## src/rtl/lifo_arbiter.sv

```systemverilog
// lifo_arbiter: two-client round-robin arbiter in front of a single LIFO.
// Tracks LIFO occupancy, rejects push-when-full / pop-when-empty, returns
// one-cycle response strobes, and sequences LIFO reset/flush via an FSM.
// Optional feature: define LIFO_ARBITER_ERR_CNT_EN to enable the saturating
// rejected-request counter on err_cnt_o (tied to zero otherwise).
module lifo_arbiter #(
    parameter int DWIDTH = 8,
    parameter int AWIDTH = 4
) (
    input  logic              clk_i,
    input  logic              arst_n_i,
    input  logic              flush_i,
    input  logic              c0_req_valid_i,
    input  logic              c0_req_write_i,
    input  logic [DWIDTH-1:0] c0_req_data_i,
    output logic              c0_req_ready_o,
    output logic              c0_rsp_valid_o,
    output logic [DWIDTH-1:0] c0_rsp_data_o,
    output logic              c0_rsp_err_o,
    input  logic              c1_req_valid_i,
    input  logic              c1_req_write_i,
    input  logic [DWIDTH-1:0] c1_req_data_i,
    output logic              c1_req_ready_o,
    output logic              c1_rsp_valid_o,
    output logic [DWIDTH-1:0] c1_rsp_data_o,
    output logic              c1_rsp_err_o,
    output logic              lifo_srst_o,
    output logic              lifo_wrreq_o,
    output logic              lifo_rdreq_o,
    output logic [DWIDTH-1:0] lifo_data_o,
    input  logic [DWIDTH-1:0] lifo_q_i,
    output logic [AWIDTH:0]   usedw_o,
    output logic [7:0]        err_cnt_o
);

    typedef enum logic [1:0] {
        ST_INIT  = 2'b00,
        ST_RUN   = 2'b01,
        ST_FLUSH = 2'b10
    } state_t;

    // Occupancy value meaning "LIFO full" (2**AWIDTH).
    localparam logic [AWIDTH:0] USEDW_FULL = {1'b1, {AWIDTH{1'b0}}};
    localparam logic [AWIDTH:0] USEDW_ONE  = {{AWIDTH{1'b0}}, 1'b1};

    state_t            state_r;
    state_t            state_nxt_s;
    logic              last_r;        // 1: client 1 was granted last
    logic [AWIDTH:0]   usedw_r;
    logic              gnt0_s;
    logic              gnt1_s;
    logic              any_gnt_s;
    logic              sel_write_s;
    logic [DWIDTH-1:0] sel_data_s;
    logic              push_ok_s;
    logic              pop_ok_s;
    logic              reject_s;
    logic              rsp_valid0_r;
    logic              rsp_valid1_r;
    logic              rsp_err0_r;
    logic              rsp_err1_r;
    logic              rsp_pop0_r;
    logic              rsp_pop1_r;

    // FSM state register.
    always_ff @(posedge clk_i or negedge arst_n_i) begin
        if (!arst_n_i) begin
            state_r <= ST_INIT;
        end else begin
            state_r <= state_nxt_s;
        end
    end

    // FSM next-state: INIT and FLUSH each last one cycle, flush_i leaves RUN.
    always_comb begin
        state_nxt_s = state_r;
        case (state_r)
            ST_INIT:  state_nxt_s = ST_RUN;
            ST_RUN: begin
                if (flush_i) begin
                    state_nxt_s = ST_FLUSH;
                end else begin
                    state_nxt_s = ST_RUN;
                end
            end
            ST_FLUSH: state_nxt_s = ST_RUN;
            default:  state_nxt_s = ST_INIT;
        endcase
    end

    // Round-robin grant: only in RUN without flush; ties go to the client not served last.
    always_comb begin
        gnt0_s = 1'b0;
        gnt1_s = 1'b0;
        if ((state_r == ST_RUN) && !flush_i) begin
            if (c0_req_valid_i && c1_req_valid_i) begin
                if (last_r) begin
                    gnt0_s = 1'b1;
                end else begin
                    gnt1_s = 1'b1;
                end
            end else begin
                gnt0_s = c0_req_valid_i;
                gnt1_s = c1_req_valid_i;
            end
        end else begin
            gnt0_s = 1'b0;
            gnt1_s = 1'b0;
        end
    end

    // Decode the granted request into a LIFO push, pop or rejection.
    always_comb begin
        any_gnt_s = gnt0_s | gnt1_s;
        if (gnt1_s) begin
            sel_write_s = c1_req_write_i;
            sel_data_s  = c1_req_data_i;
        end else begin
            sel_write_s = c0_req_write_i;
            sel_data_s  = c0_req_data_i;
        end
        push_ok_s = any_gnt_s &  sel_write_s & (usedw_r != USEDW_FULL);
        pop_ok_s  = any_gnt_s & ~sel_write_s & (usedw_r != {(AWIDTH+1){1'b0}});
        reject_s  = any_gnt_s & ~push_ok_s & ~pop_ok_s;
    end

    // Round-robin pointer moves only when a grant is issued.
    always_ff @(posedge clk_i or negedge arst_n_i) begin
        if (!arst_n_i) begin
            last_r <= 1'b1;
        end else if (gnt0_s) begin
            last_r <= 1'b0;
        end else if (gnt1_s) begin
            last_r <= 1'b1;
        end else begin
            last_r <= last_r;
        end
    end

    // Occupancy tracking; cleared whenever the LIFO is being reset or flushed.
    always_ff @(posedge clk_i or negedge arst_n_i) begin
        if (!arst_n_i) begin
            usedw_r <= {(AWIDTH+1){1'b0}};
        end else if ((state_r != ST_RUN) || flush_i) begin
            usedw_r <= {(AWIDTH+1){1'b0}};
        end else if (push_ok_s) begin
            usedw_r <= usedw_r + USEDW_ONE;
        end else if (pop_ok_s) begin
            usedw_r <= usedw_r - USEDW_ONE;
        end else begin
            usedw_r <= usedw_r;
        end
    end

    // Response strobes one cycle after a grant; kept through a flush, dropped by reset.
    always_ff @(posedge clk_i or negedge arst_n_i) begin
        if (!arst_n_i) begin
            rsp_valid0_r <= 1'b0;
            rsp_valid1_r <= 1'b0;
            rsp_err0_r   <= 1'b0;
            rsp_err1_r   <= 1'b0;
            rsp_pop0_r   <= 1'b0;
            rsp_pop1_r   <= 1'b0;
        end else begin
            rsp_valid0_r <= gnt0_s;
            rsp_valid1_r <= gnt1_s;
            rsp_err0_r   <= gnt0_s & reject_s;
            rsp_err1_r   <= gnt1_s & reject_s;
            rsp_pop0_r   <= gnt0_s & pop_ok_s;
            rsp_pop1_r   <= gnt1_s & pop_ok_s;
        end
    end

`ifdef LIFO_ARBITER_ERR_CNT_EN
    logic [7:0] err_cnt_r;

    // Saturating count of rejected requests; cleared only by reset.
    always_ff @(posedge clk_i or negedge arst_n_i) begin
        if (!arst_n_i) begin
            err_cnt_r <= 8'h00;
        end else if (reject_s && (err_cnt_r != 8'hFF)) begin
            err_cnt_r <= err_cnt_r + 8'h01;
        end else begin
            err_cnt_r <= err_cnt_r;
        end
    end

    assign err_cnt_o = err_cnt_r;
`else
    assign err_cnt_o = 8'h00;
`endif

    assign c0_req_ready_o = gnt0_s;
    assign c1_req_ready_o = gnt1_s;
    assign c0_rsp_valid_o = rsp_valid0_r;
    assign c1_rsp_valid_o = rsp_valid1_r;
    assign c0_rsp_err_o   = rsp_err0_r;
    assign c1_rsp_err_o   = rsp_err1_r;
    // LIFO read data arrives in the response cycle, so it is steered, not registered.
    assign c0_rsp_data_o  = rsp_pop0_r ? lifo_q_i : {DWIDTH{1'b0}};
    assign c1_rsp_data_o  = rsp_pop1_r ? lifo_q_i : {DWIDTH{1'b0}};
    assign lifo_srst_o    = (state_r != ST_RUN);
    assign lifo_wrreq_o   = push_ok_s;
    assign lifo_rdreq_o   = pop_ok_s;
    assign lifo_data_o    = push_ok_s ? sel_data_s : {DWIDTH{1'b0}};
    assign usedw_o        = usedw_r;

endmodule

```

## config.mk

```make
export PLATFORM = sky130hd
export DESIGN_NAME = lifo_arbiter
export DESIGN_NICKNAME = d
export VERILOG_FILES = /design/src/rtl/lifo_arbiter.sv
export SDC_FILE = /design/constraint.sdc
export NUM_CORES = 1
export LEC_CHECK = 0
export ABC_AREA = 1
export CAP_MARGIN = 5
export CORE_AREA = 2 2 62 64
export CTS_BUF_LIST = sky130_fd_sc_hd__clkbuf_2
export CTS_CLUSTER_SIZE = 10
export DETAILED_ROUTE_END_ITERATION = 8
export DIE_AREA = 0 0 64 66
export GPL_TIMING_DRIVEN = 0
export HOLD_SLACK_MARGIN = 0.03
export PLACE_DENSITY = 0.8
export RECOVER_POWER = 25
export SLEW_MARGIN = 20
export SYNTH_ARGS = -nofsm -noshare
export SYNTH_HDL_FRONTEND = slang
export SYNTH_SLANG_ARGS = --single-unit
```

## constraint.sdc

```tcl
create_clock -name clk_i -period 2.4 [get_ports clk_i]
set_input_delay 0.48 -clock clk_i [delete_from_list [all_inputs] [get_ports clk_i]]
set_output_delay 0.48 -clock clk_i [all_outputs]
set_load 0.02 [all_outputs]
```

# == After elaboration in Yosys (flattened, before gate mapping) ==
# Index checks and enable logic that the tools add are counted.
# op_classes
bitwise_logic,14
mux,18
eq_ne,4
reduce_logical,9
n_addsub,2
# op_table
operator,n
2-to-1 mux 8 bit,4
2-to-1 mux 5 bit,3
AND 1 bit,10
2-to-1 mux 1 bit,9
adder 5 x 1 -> 5 bit (second input constant),1
inequality test 5 bit (second input constant),1
nonzero test 5 bit,1
subtractor 5 x 1 -> 5 bit (second input constant),1
case mux 2 bit (2 select lines),1
inverter 1 bit,3
nonzero test 3 bit,1
== test 2 x 1 -> 1 bit (second input constant),1
== test 2 bit (second input constant),1
logical AND 1 bit,2
zero test 2 bit,1
2-to-1 mux 2 bit,1
inequality test 2 x 1 -> 1 bit (second input constant),1
nonzero test 2 bit,1
OR reduction 2 bit,1
zero test 1 bit,1
logical OR 1 bit,1
bitwise OR 1 bit,1
# totals
inputBits,31
output_inout_bits,46
elab_cells,56
ff_bits,14

# == Logic depth before layout (Yosys ltp) ==
# Gate-level depths: netlist of the first run.
# logic_depth
ltp_word,10
mapped_depth,17
depth_no_buf,16

# == Worst setup path before layout of the first run ==
# OpenSTA, ideal clock, no wires.
# synth_timing
path_type,input to register
from,input flush_i
to,"register usedw_r[4], in the netlist usedw_o[4]"
t_required_ns,2.283
cell_stages,17
setup_slack_ns,0.057
path_buffers,2
t_arrival_ns,2.225
cell_sequence,nor2_2 > nand2_2 > nor2_4 > buf_6 > nor2_4 > nor2_8 > nand2_4 > buf_6 > fa_1 > nand3_1 > nand2_1 > nand2_1 > nand2_1 > inv_1 > nand2_1 > nand3_2 > nand2_1
# synth_via
elab_chain_len,8
# synth_lines
item,line,rtl
"start, declared",12,"input logic flush_i,"
zero test 1 bit (*),95,if ((state_r == ST_RUN) && !flush_i) begin
logical AND 1 bit (*),95,
2-to-1 mux 1 bit (*),95,
net c1_req_ready_o,23,"output logic c1_req_ready_o,"
bitwise OR 1 bit / 2-to-1 mux 1 bit (equally long branches),"114, 115",
AND 1 bit / inverter 1 bit (equally long branches),"122, 123",
"AND 1 bit, on equally long branches","122, 123",
2-to-1 mux 5 bit / AND 1 bit (equally long branches),"146, 123",
2-to-1 mux 5 bit / nonzero test 3 bit (equally long branches),--,
"end signal, assigned",143,usedw_r <= {(AWIDTH+1){1'b0}};
"end signal, assigned",145,usedw_r <= {(AWIDTH+1){1'b0}};
"end signal, assigned",147,usedw_r <= usedw_r + USEDW_ONE;
"end, declared",49,logic [AWIDTH:0] usedw_r;
# The timed path passes the listed nets; every way through them passes the cells marked *.
# A chain may end at the register's enable or synchronous reset.

# == Worst setup path in the final report of the first run ==
# layout_timing
from,register last_r
to,output lifo_data_o[7]
# layout_via
elab_chain_len,7
# layout_lines
item,line,rtl
"start, declared",48,logic last_r;
"start signal, assigned",136,last_r <= last_r;
2-to-1 mux 1 bit,97,if (last_r) begin
2-to-1 mux 1 bit,96,if (c0_req_valid_i && c1_req_valid_i) begin
2-to-1 mux 1 bit,95,
bitwise OR 1 bit / 2-to-1 mux 1 bit (equally long branches),"114, 115",
AND 1 bit (2 in series),122,push_ok_s = any_gnt_s & sel_write_s & (usedw_r != USEDW_FULL);
2-to-1 mux 8 bit (*),205,assign lifo_data_o = push_ok_s ? sel_data_s : {DWIDTH{1'b0}};
"end, declared",30,"output logic [DWIDTH-1:0] lifo_data_o,"
# Every way passes the cells marked *; elsewhere a longest branch is shown, timed or not.

==> results of run 1 <==
## worst max path at each step
stage,depth (start not counted),from,slack [ns],endpoint
floorplan,17,flush_i,0.06,usedw_o[4]
global placement,9,flush_i,-0.69,lifo_data_o[0]
detailed placement,11,flush_i,-0.69,lifo_data_o[5]
CTS,7,flush_i,0.01,c1_req_ready_o
global route,14,state_r[1],-0.03,usedw_o[3]
finish,10,last_r,0.04,lifo_data_o[7]
## routing by layer
| metal | GRT usage, % | routed length [um] | vias up |
|---|---|---|---|
| met3 | 3.92 | 245 | 4 |
| met2 | 30.6 | 1710 | 46 |
| met4 | 4.08 | 26 | 0 |
| li1 | - | - | 655 |
| met1 | 18.0 | 1320 | 589 |
| met5 | 0 | 0 | - |
## per-stage QoR
| step | worst slack (ns) | util [%] | hold slack (ns) | instance area [um^2] | std cells |
|---|---|---|---|---|---|
| 5_1_grt | -0.0331 | 60.7 | 0.433 | 2150 | 297 |
| 6_report | 0.0430 | 60.7 | 0.422 | 2150 | 297 |
| 3_5_place_dp | -0.693 | 54.8 | 0.487 | 1950 | 285 |
| 4_1_cts | 0.0119 | 57.3 | 0.502 | 2040 | 296 |
| 2_1_floorplan | 0.0571 | - | 0.184 | 1200 | 169 |
| 3_3_place_gp | -0.690 | 54.8 | 0.472 | 1950 | 285 |
## report_power, final
group	internal, W	switching, W
Combinational	0.000430	0.000524
Clock	0.0000362	0.0000816
Sequential	0.000301	0.0000635
## logic make-up after synthesis
logic type      Yosys count  synth area share, %
compound gates           12                 7.86
xor+xnor                  1                0.743
fa+ha+maj                 5                 5.95
buf+inv                  43                 17.5
flops                    14                 29.8
other cells               1                0.318
simple gates             86                 37.8
## Yosys cell counts
library cell,number,area share [%]
nand3_1,5,2.1
fa_1,1,1.7
o21bai_1,1,0.64
nor2_2,2,1.1
inv_2,2,0.64
nand4_1,6,3.2
buf_6,2,1.9
dfstp_2,1,2.2
nand3_4,1,1.5
nor2_8,1,1.7
nand2_4,2,1.9
ha_1,4,4.2
buf_4,8,5.1
a21oi_1,3,1.3
clkbuf_1,3,0.96
conb_1,1,0.32
nor2_1,7,2.2
or2_2,1,0.53
dfrtp_1,13,28
xor2_1,1,0.74
nor2_4,3,2.9
nand3_2,3,2.5
nand2_2,3,1.6
a21oi_2,8,5.9
inv_1,28,8.9
nand2_1,52,17
## cell type report
| type | instances | area, um^2 | area share, % |
|---|---|---|---|
| Timing Repair Buffer | 76 | 754 | 35.0 |
| Multi-Input combinational cell | 112 | 753 | 35.0 |
| Sequential cell | 14 | 352 | 16.3 |
| Inverter | 30 | 113 | 5.23 |
| Buffer | 13 | 104 | 4.82 |
| Tap cell | 48 | 60.1 | 2.79 |
| Clock buffer | 3 | 15.0 | 0.697 |
| Clock inverter | 1 | 3.75 | 0.174 |
## timing repair
item / CTS / global route
pin swaps: 9 / 3
setup endpoints to repair: 15 / 14
hold buffers: 0 / 0
setup buffers: 6 / 1
hold endpoints to repair: 0 / 0
cloned: 1 / 0
gates resized for setup: 53 / 30
## worst min-delay path, delay by kind of cell
kind                   cells  cell delay (ns)
buffers and inverters      2             0.18
AND/OR/NAND/NOR            1             0.04
## sequential cells by signal, indices dropped and copies added, names as in the netlist
name	cells
c0_rsp_err_o	1
c0_rsp_valid_o	1
c1_rsp_err_o	1
c1_rsp_valid_o	1
last_r	1
rsp_pop0_r	1
rsp_pop1_r	1
state_r	2
usedw_o	5
==> key figures, run 1 <==
Worst setup path
  • RR Startpoint: last_r
  • Cell mode on critical path: nor2_4
  • Crit path largest cell delay: ~0.56 ns
  • Critical Setup Path Class: reg2out
  • CP Launch Type: register
  • Setup crit end kind: output port
  • Worst-path fanout max: 7
  • Critical-path cell list: inv_1 -> nand2_1 -> nand2_2 -> nor2_4 -> nor2_4 -> nor2_8 -> nand2_8 -> buf_12 -> a21oi_4 -> buf_6
  • Delay-heaviest family, CP: flip-flops
  • Reg2reg setup slack: approximately 0.10 ns
  • Worst r2r dst: usedw_o[3]
  • Worst path required time: 1.92 ns
  • Slowest CP cell: dfstp_2
  • Crit path buf inv count: 3
  • Worst Path Arrival: between 1.5 and 2 ns
  • Worst r2r path cells: 14

Clock tree
  • Clk sinks: 14
  • Clock latency on the worst-skew pair: just under 0.3 ns
  • TritonCTS clock tree: yes
  • Clock input transition at the sequential cells of the worst setup and hold paths: roughly 0.16 ns
  • Clock tree root driver cell: clkbuf_2
  • H-tree depth: 1
  • CTS buffer count: 3
  • Clk buf depth: 2

Drt
  • Vias: 1294
  • DR iter-0 viols: 14
  • DR vias/cell: between 4 and 5
  • DRT Pass-1 Iters: 6
  • DRT Wirelength: roughly 3300 um
  • Avg WL per Cell: roughly 11 um
  • DRC: 0
  • ANT nets after route: 0

Floorplanning
  • Row count: 22
  • Core ar.: approximately 0.0036 mm^2
  • Die width: ~64 um
  • I/O pins: 77
  • Die height: 66 um
  • Initial Util: between 30% and 40%
  • DIE AREA: ~0.0042 mm^2

Timing
  • Period utilization: 98.2%
  • Final hold vios: 0
  • Worst-Margin Slew: approximately 0.64 ns
  • Shortest period the worst path allows: ~2.4 ns
  • FMAX: roughly 0.42 GHz
  • RSZ-0062 raised after global routing: yes
  • Max-slew violations: 0
  • Final TNS setup: 0 ns
  • Slew HR: a little under three fifths
  • Finish-stage setup viols: 0
  • Worst Skew: between 0.015 and 0.02 ns

Synthesis
  • Mean Syn Cell Area: between 7 and 8 um^2
  • Synth Warn #: 0
  • Syn Inst Count: 162
  • Synth cell types: 26
  • Register bit total from synthesis: 14
  • Sequential-to-total area share from yosys stat: between 20% and 30%
  • Synth Cell Area: about 0.0012 mm^2

Worst hold path
  • Hold crit path type: in2reg
  • Hold_sp: flush_i
  • Hold depth: 3
  • Worst Hold End: state_r[1]

GRT
  • Largest net degree at the start of global routing: 15
  • Number of global-route vias before repair: roughly 1200
  • Grt ovf: 0
  • Tot GR Track Use: 16.2%
  • Global-route wire length before repair: about 5400 um
  • Initial antenna violation count: 0

Cells and area
  • Total of fill cells in the finished design: 317
  • Final Net Count: between 200 and 300
  • Area delta synth->final: 82.8%
  • Ratio of cells with drive above 1 in the final layout: 27.7%
  • Number of inserted diodes: 0
  • Commonest non-fill, non-tap cell in the layout: clkdlybuf4s50_1
  • Most frequent cells in the layout: clkdlybuf4s50_1 (52), nand2_1 (49), inv_1 (28)

Placement
  • Post-DP HPWL: about 2400 um
  • IO buf count: slightly below 70
  • GP Congestion: ~0.74

Status
  • Status: finished, final reports clean

Power and ir drop
  • Max VDD drop: around 0.00046 V
  • Total power: approximately 0.0014 W
  • Pwr dens: about 670 mW/mm^2
  • LEAKAGE: 1.13 nW

Run
  • Max-cap violations: 0
Power figures use the tool's default switching activity.
==> inputs of run 2 (changes only) <==
--- a/config.mk
+++ b/config.mk
@@ -14,7 +14,7 @@
 export DIE_AREA = 0 0 64 66
 export GPL_TIMING_DRIVEN = 0
 export HOLD_SLACK_MARGIN = 0.03
-export PLACE_DENSITY = 0.8
+export PLACE_DENSITY = 0.9
 export RECOVER_POWER = 25
 export SLEW_MARGIN = 20
 export SYNTH_ARGS = -nofsm -noshare
==> key figures, run 2 (synthesized netlist as in run 1, its figures left out) <==
Drt
  • Vias: around 1300
  • DRC: 0
  • DR iter-0 viols: 25
  • ANT nets after route: 0
  • Avg WL per Cell: approximately 12 um
  • DRT Wirelength: approximately 3600 um
  • DRT Pass-1 Iters: 4
  • DR vias/cell: 4.39

Cells and area
  • Fin util: between 50% and 60%
  • Most frequent cells in the layout: clkdlybuf4s50_1 (52), nand2_1 (50), inv_1 (28)
  • Commonest non-fill, non-tap cell in the layout: clkdlybuf4s50_1
  • Final instance area: 0.00211 mm^2
  • Area delta synth->final: 79.4%
  • Final Net Count: 287
  • Non-filler cells in the finished layout: 298
  • Ratio of cells with drive above 1 in the final layout: 28.0%
  • Number of inserted diodes: 0
  • Total of fill cells in the finished design: about 310
  • Max FFs per register: 5

Run
  • Max-cap violations: 0

Floorplanning
  • Die height: approximately 66 um
  • Initial Util: 33.2%
  • Row count: 22
  • Die width: about 64 um
  • Core ar.: 0.00355 mm^2
  • DIE AREA: roughly 0.0042 mm^2
  • I/O pins: 77

GRT
  • Number of global-route vias before repair: 1302
  • Global-route wire length before repair: 5800 um
  • Initial antenna violation count: 0
  • Largest net degree at the start of global routing: 15
  • Grt ovf: 0
  • Tot GR Track Use: approximately 17%

Worst setup path
  • Crit path largest cell delay: around 0.56 ns
  • Critical-path cell list: inv_1 -> nand2_1 -> nand2_2 -> nor2_4 -> nor2_4 -> nor2_8 -> nand2_8 -> buf_12 -> a21oi_2 -> buf_4
  • Worst path required time: approximately 1.9 ns
  • Worst Setup SP: last_r
  • RR Startpoint: last_r
  • Worst Path Arrival: roughly 1.9 ns
  • CP Launch Type: register
  • Setup crit end kind: output port
  • Cell mode on critical path: nor2_4
  • Slowest CP cell: dfstp_2
  • Worst-path fanout max: 7
  • Critical Setup Path Class: reg2out

Clock tree
  • Hold-fix buffers, CTS: 0
  • H-tree depth: 1
  • TritonCTS clock tree: yes
  • Clk buf depth: 2
  • CTS buffer count: 3
  • Clock tree root driver cell: clkbuf_2
  • Clk sinks: 14
  • Clock latency on the worst-skew pair: between 0.2 and 0.3 ns
  • Clock input transition at the sequential cells of the worst setup and hold paths: 0.13 ns

Timing
  • Max-slew violations: 0
  • RSZ-0062 raised after global routing: yes
  • Slew HR: between 50 and 60%
  • Worst-Margin Slew: roughly 0.65 ns
  • Period utilization: between 90% and 100%
  • FMAX: 0.429 GHz
  • Finish-stage setup viols: 0
  • Shortest period the worst path allows: roughly 2.3 ns
  • Worst Skew: 0.0114 ns
  • Final hold vios: 0

Placement
  • Placed cell count: between 200 and 300
  • IO buf count: between 60 and 70
  • GP Congestion: slightly below 0.8
  • Area after DPL: between 0.0015 and 0.002 mm^2
  • Post-DP HPWL: 2540 um

Status
  • Status: finished, final reports clean

Power and ir drop
  • Pwr dens: between 600 and 700 mW/mm^2
  • LEAKAGE: roughly 1.1 nW
  • Max VDD drop: between 0.0005 and 0.0006 V

Worst hold path
  • Hold_sp: flush_i
  • Hold crit path type: in2reg
[run 2: cell count changes in the layout (fill, tap and decap cells not counted), sizes merged]
cell	delta
clkinv	-1
clkbuf	+1
buf	+1
[run 2: worst paths after layout]
kind,to,slack [ns],cells after the start
setup / recovery,lifo_data_o[1],0.07,10
hold / removal,state_r[1],0.44,3
setup reg to reg,usedw_o[3],0.14,14
hold reg to reg,state_r[0],0.50,1
max in group asynchronous,c0_rsp_err_o,1.34,1
min in group asynchronous,usedw_o[4],0.64,1
[run 2: area by class of cell]
type	instances	area (um^2)	area share (%)
plain buffers	13	104	4.91
clock buffers	4	20.0	0.947
inverters	30	115	5.44
multi-input cells	112	717	33.9
flip-flops and latches	14	352	16.6
well taps	48	60.1	2.84
repair buffers	77	747	35.3
[run 2: layer usage]
layer | share of wire [%] | vias to the layer above | global-route usage (%) | wire length [um]
li1 | - | 652 | - | -
met3 | 7.8 | 8 | 4.94 | 282
met5 | 0 | - | 0 | 0
met2 | 54 | 54 | 35.0 | 1950
met1 | 36 | 594 | 17.3 | 1330
met4 | 2.1 | 0 | 4.62 | 77
[run 2: repair_timing]
item / 4_1_cts / 5_1_grt
buffers inserted: 7 / 1
gates resized for setup: 52 / 23
pin swaps: 8 / 5
endpoints found under the setup margin: 15 / 14
gates cloned: 1 / 0
[run 2: report_power, final]
group	total, W	internal [W]	switching, W
Clock	0.000124	0.0000442	0.0000801
Sequential	0.000366	0.000301	0.0000655
Combinational	0.000954	0.000423	0.000532
[run 2: stage by stage]
| step | worst slack (ns) | TNS (ns) | total power [W] | hold WS [ns] |
|---|---|---|---|---|
| after global placement | -0.663 | -8.04 | 0.00116 | 0.471 |
| after CTS | 0.00670 | 0 | 0.00137 | 0.492 |
| after floorplan | 0.0571 | 0 | 0.000894 | 0.184 |
| after detailed placement | -0.677 | -8.27 | 0.00119 | 0.473 |
| final | 0.0712 | 0 | 0.00145 | 0.438 |
| after global routing | -0.0148 | -0.0435 | 0.00156 | 0.441 |
[run 2: worst max-delay path: cells and delay by family, from the launching register on]
family	cells	cell delay, ns
flops	1	0.56
simple gates	6	0.53
buf+inv	3	0.35
compound gates	1	0.11
